`src/rtl/lite_copy_master.sv`:
```
// AHB-lite word copy initiator: one non-overlapped read then write per word.
// Addresses wrap modulo 2^32; misaligned or zero-length commands finish at once.
module lite_copy_master #(
    parameter int LEN_W   = 14,
    parameter bit FIX_SRC = 1'b0
) (
    input  logic             pll_core_cpuclk,
    input  logic             pad_cpu_rst_b,
    input  logic             cfg_start,
    input  logic [31:0]      cfg_src_addr,
    input  logic [31:0]      cfg_dst_addr,
    input  logic [LEN_W-1:0] cfg_len,
    output logic             dma_busy,
    output logic             dma_done,
    output logic             dma_err,
    output logic             lite_mmc_hsel,
    output logic [31:0]      lite_yy_haddr,
    output logic [2:0]       lite_yy_hsize,
    output logic [1:0]       lite_yy_htrans,
    output logic             lite_yy_hwrite,
    output logic [31:0]      lite_yy_hwdata,
    input  logic [31:0]      mmc_lite_hrdata,
    input  logic             mmc_lite_hready,
    input  logic [1:0]       mmc_lite_hresp
);

    localparam logic [2:0] S_IDLE = 3'd0;
    localparam logic [2:0] S_RD_A = 3'd1;
    localparam logic [2:0] S_RD_D = 3'd2;
    localparam logic [2:0] S_WR_A = 3'd3;
    localparam logic [2:0] S_WR_D = 3'd4;
    localparam logic [2:0] S_DONE = 3'd5;

    logic [2:0]       state_q, state_d;
    logic [31:0]      src_q, src_d;
    logic [31:0]      dst_q, dst_d;
    logic [LEN_W-1:0] cnt_q, cnt_d;
    logic [31:0]      data_q, data_d;
    logic             err_q, err_d;
    logic             misaligned;
    logic             resp_err;

    assign misaligned = (cfg_src_addr[1:0] != 2'b00) || (cfg_dst_addr[1:0] != 2'b00);
    assign resp_err   = (mmc_lite_hresp != 2'b00);

    always_comb begin
        state_d = state_q;
        src_d   = src_q;
        dst_d   = dst_q;
        cnt_d   = cnt_q;
        data_d  = data_q;
        err_d   = err_q;
        case (state_q)
            S_IDLE: begin
                if (cfg_start) begin
                    src_d = cfg_src_addr;
                    dst_d = cfg_dst_addr;
                    cnt_d = cfg_len;
                    err_d = 1'b0;
                    if (misaligned) begin
                        err_d   = 1'b1;
                        state_d = S_DONE;
                    end else if (cfg_len == '0) begin
                        state_d = S_DONE;
                    end else begin
                        state_d = S_RD_A;
                    end
                end
            end
            S_RD_A: state_d = S_RD_D;
            S_RD_D: begin
                if (mmc_lite_hready) begin
                    data_d = mmc_lite_hrdata;
                    if (resp_err) begin
                        err_d   = 1'b1;
                        state_d = S_DONE;
                    end else begin
                        state_d = S_WR_A;
                    end
                end
            end
            S_WR_A: state_d = S_WR_D;
            S_WR_D: begin
                if (mmc_lite_hready) begin
                    cnt_d = cnt_q - LEN_W'(1);
                    dst_d = dst_q + 32'd4;
                    if (!FIX_SRC) begin
                        src_d = src_q + 32'd4;
                    end
                    if (resp_err) begin
                        err_d   = 1'b1;
                        state_d = S_DONE;
                    end else if (cnt_q == LEN_W'(1)) begin
                        state_d = S_DONE;
                    end else begin
                        state_d = S_RD_A;
                    end
                end
            end
            S_DONE:  state_d = S_IDLE;
            default: state_d = S_IDLE;
        endcase
    end

    always_ff @(posedge pll_core_cpuclk or negedge pad_cpu_rst_b) begin
        if (!pad_cpu_rst_b) begin
            state_q <= S_IDLE;
            src_q   <= '0;
            dst_q   <= '0;
            cnt_q   <= '0;
            data_q  <= '0;
            err_q   <= 1'b0;
        end else begin
            state_q <= state_d;
            src_q   <= src_d;
            dst_q   <= dst_d;
            cnt_q   <= cnt_d;
            data_q  <= data_d;
            err_q   <= err_d;
        end
    end

    // Bus outputs decode from state so an async reset idles the bus at once.
    always_comb begin
        dma_busy       = (state_q != S_IDLE);
        dma_done       = (state_q == S_DONE);
        dma_err        = err_q;
        lite_mmc_hsel  = (state_q == S_RD_A) || (state_q == S_WR_A);
        lite_yy_htrans = lite_mmc_hsel ? 2'b10 : 2'b00;
        lite_yy_hwrite = (state_q == S_WR_A);
        lite_yy_hsize  = 3'b010;
        lite_yy_haddr  = 32'h0;
        if (state_q == S_RD_A) begin
            lite_yy_haddr = src_q;
        end else if (state_q == S_WR_A) begin
            lite_yy_haddr = dst_q;
        end
        lite_yy_hwdata = (state_q == S_WR_D) ? data_q : 32'h0;
    end

endmodule

```
`config.mk`:
```
export PLATFORM = sky130hd
export DESIGN_NAME = lite_copy_master
export DESIGN_NICKNAME = d
export VERILOG_FILES = /design/src/rtl/lite_copy_master.sv
export SDC_FILE = /design/constraint.sdc
export NUM_CORES = 1
export LEC_CHECK = 0
export CORE_MARGIN = 2
export CORE_UTILIZATION = 35
export DETAILED_ROUTE_END_ITERATION = 7
export PLACE_DENSITY = 0.71
export SYNTH_ARGS = -nofsm -noshare
export SYNTH_HDL_FRONTEND = slang
export SYNTH_SLANG_ARGS = --single-unit
```
`constraint.sdc`:
```
create_clock -name pll_core_cpuclk -period 4.2 [get_ports pll_core_cpuclk]
set_clock_uncertainty 0.05 [all_clocks]
set_input_delay 1.26 -clock pll_core_cpuclk [delete_from_list [all_inputs] [get_ports pll_core_cpuclk]]
set_output_delay 1.26 -clock pll_core_cpuclk [all_outputs]
set_load 0.02 [all_outputs]
```
==> After elaboration in Yosys (flattened, before gate mapping) <==
Index checks and enable logic that the tools add are counted.
{ "classes": {"n_addsub": 3, "n_eq_ne": 11, "muxes": 27, "reduce_logical": 15} }
{ "ops": {"columns": ["op", "n"], "rows": [
  ["32-bit two-way mux", 7],
  ["32-bit one-hot mux with 2 select lines", 2],
  ["32-bit by 3-bit adder with 32-bit output, second input constant", 2],
  ["14-bit two-way mux", 2],
  ["14-bit one-hot mux with 2 select lines", 1],
  ["3-bit two-way mux", 8],
  ["3-bit one-hot mux with 5 select lines", 1],
  ["14-bit by 1-bit == test with 1-bit output, second input constant", 1],
  ["14-bit zero test", 1],
  ["14-bit by 1-bit subtractor with 14-bit output, second input constant", 1],
  ["2-bit nonzero test", 5],
  ["3-bit by 2-bit == test with 1-bit output, second input constant", 2],
  ["3-bit == test, second input constant", 2],
  ["2-bit != test, second input constant", 3],
  ["3-bit AND reduction", 2],
  ["1-bit two-way mux", 4],
  ["2-bit by 1-bit != test with 1-bit output, second input constant", 2],
  ["4-bit AND reduction", 1],
  ["3-bit by 1-bit == test with 1-bit output, second input constant", 1],
  ["3-bit zero test", 1],
  ["3-bit nonzero test", 1],
  ["1-bit logical OR", 2],
  ["2-bit two-way mux", 1],
  ["1-bit one-hot mux with 2 select lines", 1],
  ["other kinds (2)", 2]
]} }
{ "word_totals": {"reg_bits": 114, "input_bits": 116, "out_inout_bits": 74, "word_cells": 62} }

==> Depth between registers and ports, before layout <==
Gate-level depths: netlist of the first run.
{ "logic_depth": {"depth_word": 5, "mapped_depth": 7, "ltp_nobuf": 7} }

==> Worst setup path before layout of the first run <==
OpenSTA, ideal clock, no wires.
{ "synth_path": {"kind": "reg2out", "from": "register state_q[2]", "to": "output port lite_yy_htrans[1]", "arrival_ns": 1.629, "t_required_ns": 2.890, "slack_ns": 1.261, "path_stages_with_launch": 7, "path_cell_list": "dfrtp_1 -> clkbuf_1 -> nand2b_1 -> clkbuf_1 -> clkbuf_1 -> inv_1 -> buf_4"} }
{ "synth_between": {"elab_chain_cells": 3, "word_cells_on_any_way": 4, "cone_classes": "2 x eq/ne; 1 x mux; 1 x reduce/logical"} }
{ "synth_lines": {"columns": ["element", "line", "source"], "rows": [
  ["start, declared", "34", "logic [2:0] state_q, state_d;"],
  ["start signal, assigned", "114", "state_q <= state_d;"],
  ["3-bit by 1-bit == test with 1-bit output or 3-bit by 2-bit == test with 1-bit output (tied branches)", "128", "lite_mmc_hsel = (state_q == S_RD_A) || (state_q == S_WR_A);"],
  ["1-bit logical OR *", "128", null],
  ["net lite_mmc_hsel", "16", "output logic lite_mmc_hsel,"],
  ["2-bit two-way mux *", "129", "lite_yy_htrans = lite_mmc_hsel ? 2'b10 : 2'b00;"],
  ["end, declared", "19", "output logic [1:0] lite_yy_htrans,"]
]} }
Mark *: on every way through the listed nets, which the timed path passes. The rest lies on a longest branch.

==> Final worst setup path of the first run <==
{ "layout_path": {"from": "register state_q[2]", "to": "output port lite_yy_hwdata[16]"} }
{ "layout_between": {"elab_chain_cells": 2} }
{ "layout_lines": {"columns": ["element", "line", "source"], "rows": [
  ["3-bit == test", "138", "lite_yy_hwdata = (state_q == S_WR_D) ? data_q : 32'h0;"],
  ["32-bit two-way mux", "138", null],
  ["end, declared", "21", "output logic [31:0] lite_yy_hwdata,"]
]} }
Every way passes these cells.

==> flow_summary.json, run 1 <==
{
  "critPathMaxFanout": 29,
  "crit_chain": "nor3b_2 > buf_4 > and2_1 > clkdlybuf4s50_1",
  "routabilityCongestion": 0.835,
  "clockBufferDepth": 2,
  "io_pins": 190,
  "die_x_microns": 147,
  "globalRouteTotalUtil": 0.204,
  "crit_type": "flop to output port",
  "dr.pass1.iters": 6,
  "port_buffers": 185,
  "synthToLayoutAreaGrowth_pct": 37.8,
  "wirelength_mm": 22.3,
  "path_buf_inv": 2,
  "clk_latency_ns": 0.43,
  "rsz0062_at_grt": "no",
  "finalSetupViolCount": 0,
  "clockRootBuffer": "clkbuf_16",
  "synth_edf_count": 0,
  "dpl.hpwl_mm": 14.9,
  "fmax_ghz": 0.257,
  "antenna_left": 0,
  "slowest_stage": "dfrtp_1",
  "yosysSeqAreaShare": 0.399,
  "yosys_warnings": 0,
  "path_clk_slew_ns": 0.05,
  "nets": 1086,
  "synth_commonest_cells": "dfrtp_1, nor2_1, nand2_1, a21oi_1, nand3_1",
  "fin_cells": 1250,
  "vias": 6952,
  "cp_data_arrival_time_ns": 2.58,
  "ys_types": 62,
  "synth_top_area_frac": 0.399,
  "synth_ff_type": "dfrtp_1",
  "drive_gt1_frac": 0.0970,
  "fin_crit_sh": 0.926,
  "min_period_ns": 3.89,
  "drv_cap": 0,
  "drt_iter0_drc": 512,
  "whs_ns": 0.428,
  "grt_pass1_vias": 6695,
  "slew_headroom": 0.283,
  "cp-start-kind": "flop",
  "irDropWorstVdd_v": 0.000414,
  "overflow": 0,
  "cellPowerDensity_nw_per_um2": 750,
  "synth_top_area_cell": "dfrtp_1",
  "tightestPinTransition_ns": 1.08,
  "cts_made_buffers": 17,
  "path_delay_family": "buffers and inverters",
  "cp.required_ns": 2.89,
  "path_depth": 4,
  "tns_ns": 0,
  "timing_hold_violations_final": 0,
  "fp.coreArea_sq_um": 20100,
  "yosys_register_bits": 114,
  "syn_area_sq_um": 7140,
  "initial_core_util": 0.355,
  "grt_pass1_wl_mm": 35.1,
  "final_util": 0.490,
  "wire_per_inst_microns": 17.8,
  "dieArea_sq_um": 21600,
  "cts_resized": 0,
  "htreeDepth": 4,
  "route.detailed.drc": 0,
  "async_flop_share": 1.00,
  "rows": 52,
  "cts_setup_buffers": 0,
  "cts.sinks": 114,
  "grt_max_degree": 108,
  "fp.dieH_microns": 147,
  "rr_worst_depth": 6,
  "synth.area.top_cells": "dfrtp_1, mux2i_1, mux2_2, nor2_1, nand2_1",
  "hp-class": "flop to flop",
  "antenna_found_initial": 1,
  "critical_path.max_stage_delay_ns": 0.63,
  "slew_viol_final": 0,
  "end_kind": "output port",
  "syn_inst": 816,
  "cts-hold-fix-buffers": 0,
  "synth.avg_cell_area_sq_um": 8.76,
  "leakage_nw": 3.83,
  "via_per_inst": 5.56,
  "outcome": "complete, no violations",
  "tritoncts": "done",
  "holdPathStages": 2,
  "yosysMostFrequentCell": "dfrtp_1",
  "place_inst": 1217
}
## routing by layer
| layer | share of wire | GRT usage |
|---|---|---|
| met5 | 0 | 0 |
| met4 | 0.015 | 0.0646 |
| met3 | 0.097 | 0.0624 |
| met2 | 0.46 | 0.332 |
| met1 | 0.43 | 0.262 |
## where the power goes
group	internal, mW	total (mW)	switching (mW)	leakage, nW
clock	1.13	1.65	0.525	0.333
combinational	1.52	3.40	1.88	2.17
sequential	1.65	2.33	0.678	1.33
total	4.30	7.39	3.09	3.83
## cell families after synthesis
group / after synthesis / synth area share
XOR/XNOR: 1 / 0.00123
other: 2 / 0.00105
multiplexers: 70 / 0.104
AO/OA/AOI/OAI: 199 / 0.179
buffers and inverters: 81 / 0.0499
AND/OR/NAND/NOR: 345 / 0.259
flip-flops: 114 / 0.399
adder cells (fa/ha/maj): 4 / 0.00701
## per-stage QoR
| stage | worst slack, ns | power (mW) | area [sq um] |
|---|---|---|---|
| finish | 0.311 | 7.39 | 9850 |
| global route | 0.141 | 7.87 | 9840 |
| CTS | 0.246 | 7.41 | 9840 |
| detailed placement | 0.726 | 5.71 | 9170 |
| global placement | 0.795 | 5.62 | 9170 |
| floorplan | 1.26 | 4.52 | 7150 |
## sequential cells by signal, summed over array words and instances (netlist names)
signal	count
data_q	32
dst_q	32
src_q	32
cnt_q	14
state_q	3
dma_err	1
## cells in the final DEF (no fill, tap or decap), drive strengths merged, types with 4 or more instances in the layout
cell type,netlist,routed
a211oi,7,7
a21boi,4,4
a21oi,52,52
a22oi,9,9
a2bb2oi,17,17
a311oi,5,5
a31oi,9,9
and2,34,34
and3,15,15
and4,8,8
buf,34,13
bufinv,0,5
clkbuf,34,23
clkdlybuf4s50,0,184
clkinv,0,4
conb,2,4
dfrtp,114,114
ha,4,4
inv,13,13
mux2,32,32
mux2i,38,38
nand2,72,72
nand3,45,45
nand4,23,23
nor2,79,79
nor3,31,31
nor4,15,15
o21ai,42,42
o21bai,7,7
o22a,5,5
o22ai,21,21
or3,7,7
## final timing paths
kind	startpoint	end	slack, ns
setup / recovery	state_q[2]	lite_yy_hwdata[16]	0.31
hold / removal	dst_q[1]	dst_q[1]	0.43
setup reg to reg	state_q[2]	dst_q[30]	1.07
hold reg to reg	dst_q[1]	dst_q[1]	0.43
max in group asynchronous	pad_cpu_rst_b	state_q[1]	2.41
min in group asynchronous	pad_cpu_rst_b	src_q[27]	0.86
## cell type report
cell class | instances | area (sq um)
inverters | 13 | 48.8
fillers | 1832 | 10300
clock buffers | 23 | 498
repair buffers | 197 | 1960
multi-input cells | 623 | 3970
diodes | 1 | 2.50
clock inverters | 9 | 174
flip-flops and latches | 114 | 2850
well taps | 270 | 338
## tightest hold or removal path: cells and delay by family (launching register included)
kind,cells,cell delay [ns]
simple gates,2,0.10
flops,1,0.34
Note: power is estimated with default switching activity, not from simulation.
==> run 2, diff against run 1 <==
--- a/config.mk
+++ b/config.mk
@@ -6,9 +6,10 @@
 export NUM_CORES = 1
 export LEC_CHECK = 0
 export CORE_MARGIN = 2
-export CORE_UTILIZATION = 35
+export CORE_UTILIZATION = 25
 export DETAILED_ROUTE_END_ITERATION = 7
-export PLACE_DENSITY = 0.71
+export PLACE_DENSITY = 0.57
+export REMOVE_ABC_BUFFERS = 1
 export SYNTH_ARGS = -nofsm -noshare
 export SYNTH_HDL_FRONTEND = slang
 export SYNTH_SLANG_ARGS = --single-unit
==> flow_summary.json, run 2 (synthesis gave the netlist of run 1 again) <==
{
  "nets": 1091,
  "end_kind": "output port",
  "dpl.hpwl_mm": 17.2,
  "outcome": "complete, no violations",
  "n_fill_cell": 2946,
  "vias": 6885,
  "cp.required_ns": 2.89,
  "min_from": "src_q[0]",
  "layout_commonest_cell": "clkdlybuf4s50_1",
  "power_mw": 7.25,
  "fin_ws_ns": 0.569,
  "drive_gt1_frac": 0.103,
  "fp.dieH_microns": 173,
  "globalRouteTotalUtil": 0.162,
  "antenna_left": 0,
  "port_buffers": 185,
  "r2r_slack_ns": 1.17,
  "crit_type": "flop to output port",
  "drt_iter0_drc": 429,
  "clockBufferDepth": 2,
  "cts_made_buffers": 17,
  "slew_viol_final": 0,
  "cts_resized": 0,
  "critPathMaxFanout": 31,
  "wire_per_inst_microns": 17.9,
  "via_per_inst": 5.06,
  "gr-usage-met2": 0.256,
  "initial_core_util": 0.256,
  "grt-busiest-layer": "met2",
  "dr.pass1.iters": 7,
  "io_pins": 190,
  "drv_cap": 0,
  "path_clk_slew_ns": 0.06,
  "r2r-start": "state_q[0]",
  "cts_setup_buffers": 0,
  "htreeDepth": 4,
  "route.detailed.drc": 0,
  "clk_latency_ns": 0.43,
  "cp_data_arrival_time_ns": 2.32,
  "cp-start-kind": "flop",
  "fmax_ghz": 0.275,
  "grt_pass1_vias": 6765,
  "tightestPinTransition_ns": 0.742,
  "use_met3": 0.0600,
  "leakage_nw": 3.80,
  "dieArea_sq_um": 29900,
  "cts-hold-fix-buffers": 0,
  "irDropWorstVdd_v": 0.000282,
  "antenna_found_initial": 1,
  "slew_headroom": 0.502,
  "min_period_ns": 3.63,
  "cts.sinks": 114,
  "grt_max_degree": 65,
  "routabilityCongestion": 0.789,
  "overflow": 0,
  "tritoncts": "done",
  "startpoint": "state_q[0]",
  "cellPowerDensity_nw_per_um2": 729,
  "mostFrequentLayoutCells": "clkdlybuf4s50_1, dfrtp_1, nor2_1, nand2_1, a21oi_1",
  "n_antenna_cell": 0,
  "synthToLayoutAreaGrowth_pct": 39.1,
  "rsz0062_at_grt": "no",
  "largest_registers": "data_q (32), dst_q (32), src_q (32)",
  "fp.coreArea_sq_um": 27900,
  "wirelength_mm": 24.4,
  "dp_slack_ns": 0.918,
  "hp-class": "flop to flop",
  "timing_hold_violations_final": 0,
  "die_x_microns": 173,
  "grt_pass1_wl_mm": 38.3,
  "rows": 61,
  "clockRootBuffer": "clkbuf_16",
  "grt_use_met1": 0.207,
  "finalSetupViolCount": 0,
  "fin_crit_sh": 0.865
}
==> run 2: changes by cell type in the layout (fill, tap and decap cells not counted), moves of 2 or more <==
cell	delta
clkinvlp_4	+5
inv_6	+3
bufinv_16	-3
buf_4	+5
clkinv_4	+2
clkinv_2	-2
clkbuf_8	-4
==> run 2: metal layers <==
layer	wire length, microns	vias up
met1	10800	3349
met5	12	-
met3	1900	26
met2	11300	201
met4	386	2
li1	-	3307
==> run 2: final cells by class <==
type	count	area, sq um	area share
multi-input combinational	623	3970	0.399
sequential	114	2850	0.287
timing repair buffer	202	2000	0.201
tap	378	473	0.0476
clock buffer	18	439	0.0442
clock inverter	14	155	0.0156
inverter	13	48.8	0.00491
==> run 2: path summary, 6_finish.rpt <==
| path | endpoint | depth (start not counted) |
|---|---|---|
| worst max-delay path | lite_yy_haddr[9] | 4 |
| worst min-delay path | src_q[0] | 2 |
| worst max register to register | src_q[12] | 7 |
| worst min register to register | src_q[0] | 2 |
| max in group asynchronous | dst_q[20] | 2 |
| min in group asynchronous | data_q[9] | 1 |
==> run 2: report_power, final <==
group | leakage (nW) | internal [mW] | switching [mW]
clock | 0.276 | 0.894 | 0.581
combinational | 2.19 | 1.53 | 1.94
sequential | 1.33 | 1.65 | 0.653
==> run 2: worst max-delay path, stage by stage, from the launching register on <==
cell and delay, ns:
dfrtp_1 0.60, nand2b_1 0.19, buf_4 0.30, nor2_1 0.17, clkdlybuf4s50_1 0.61
==> run 2: through the flow <==
| stage | utilization | cells | instance area (sq um) | TNS [ns] | hold WS (ns) |
|---|---|---|---|---|---|
| finish | 0.356 | 1362 | 9940 | 0 | 0.434 |
| global route | 0.356 | 1362 | 9940 | 0 | 0.467 |
| CTS | 0.356 | 1362 | 9940 | 0 | 0.437 |
| detailed placement | 0.334 | 1330 | 9340 | 0 | 0.422 |
| global placement | 0.334 | 1330 | 9340 | 0 | 0.409 |
| floorplan | - | 750 | 6840 | -493.66 | 0.395 |
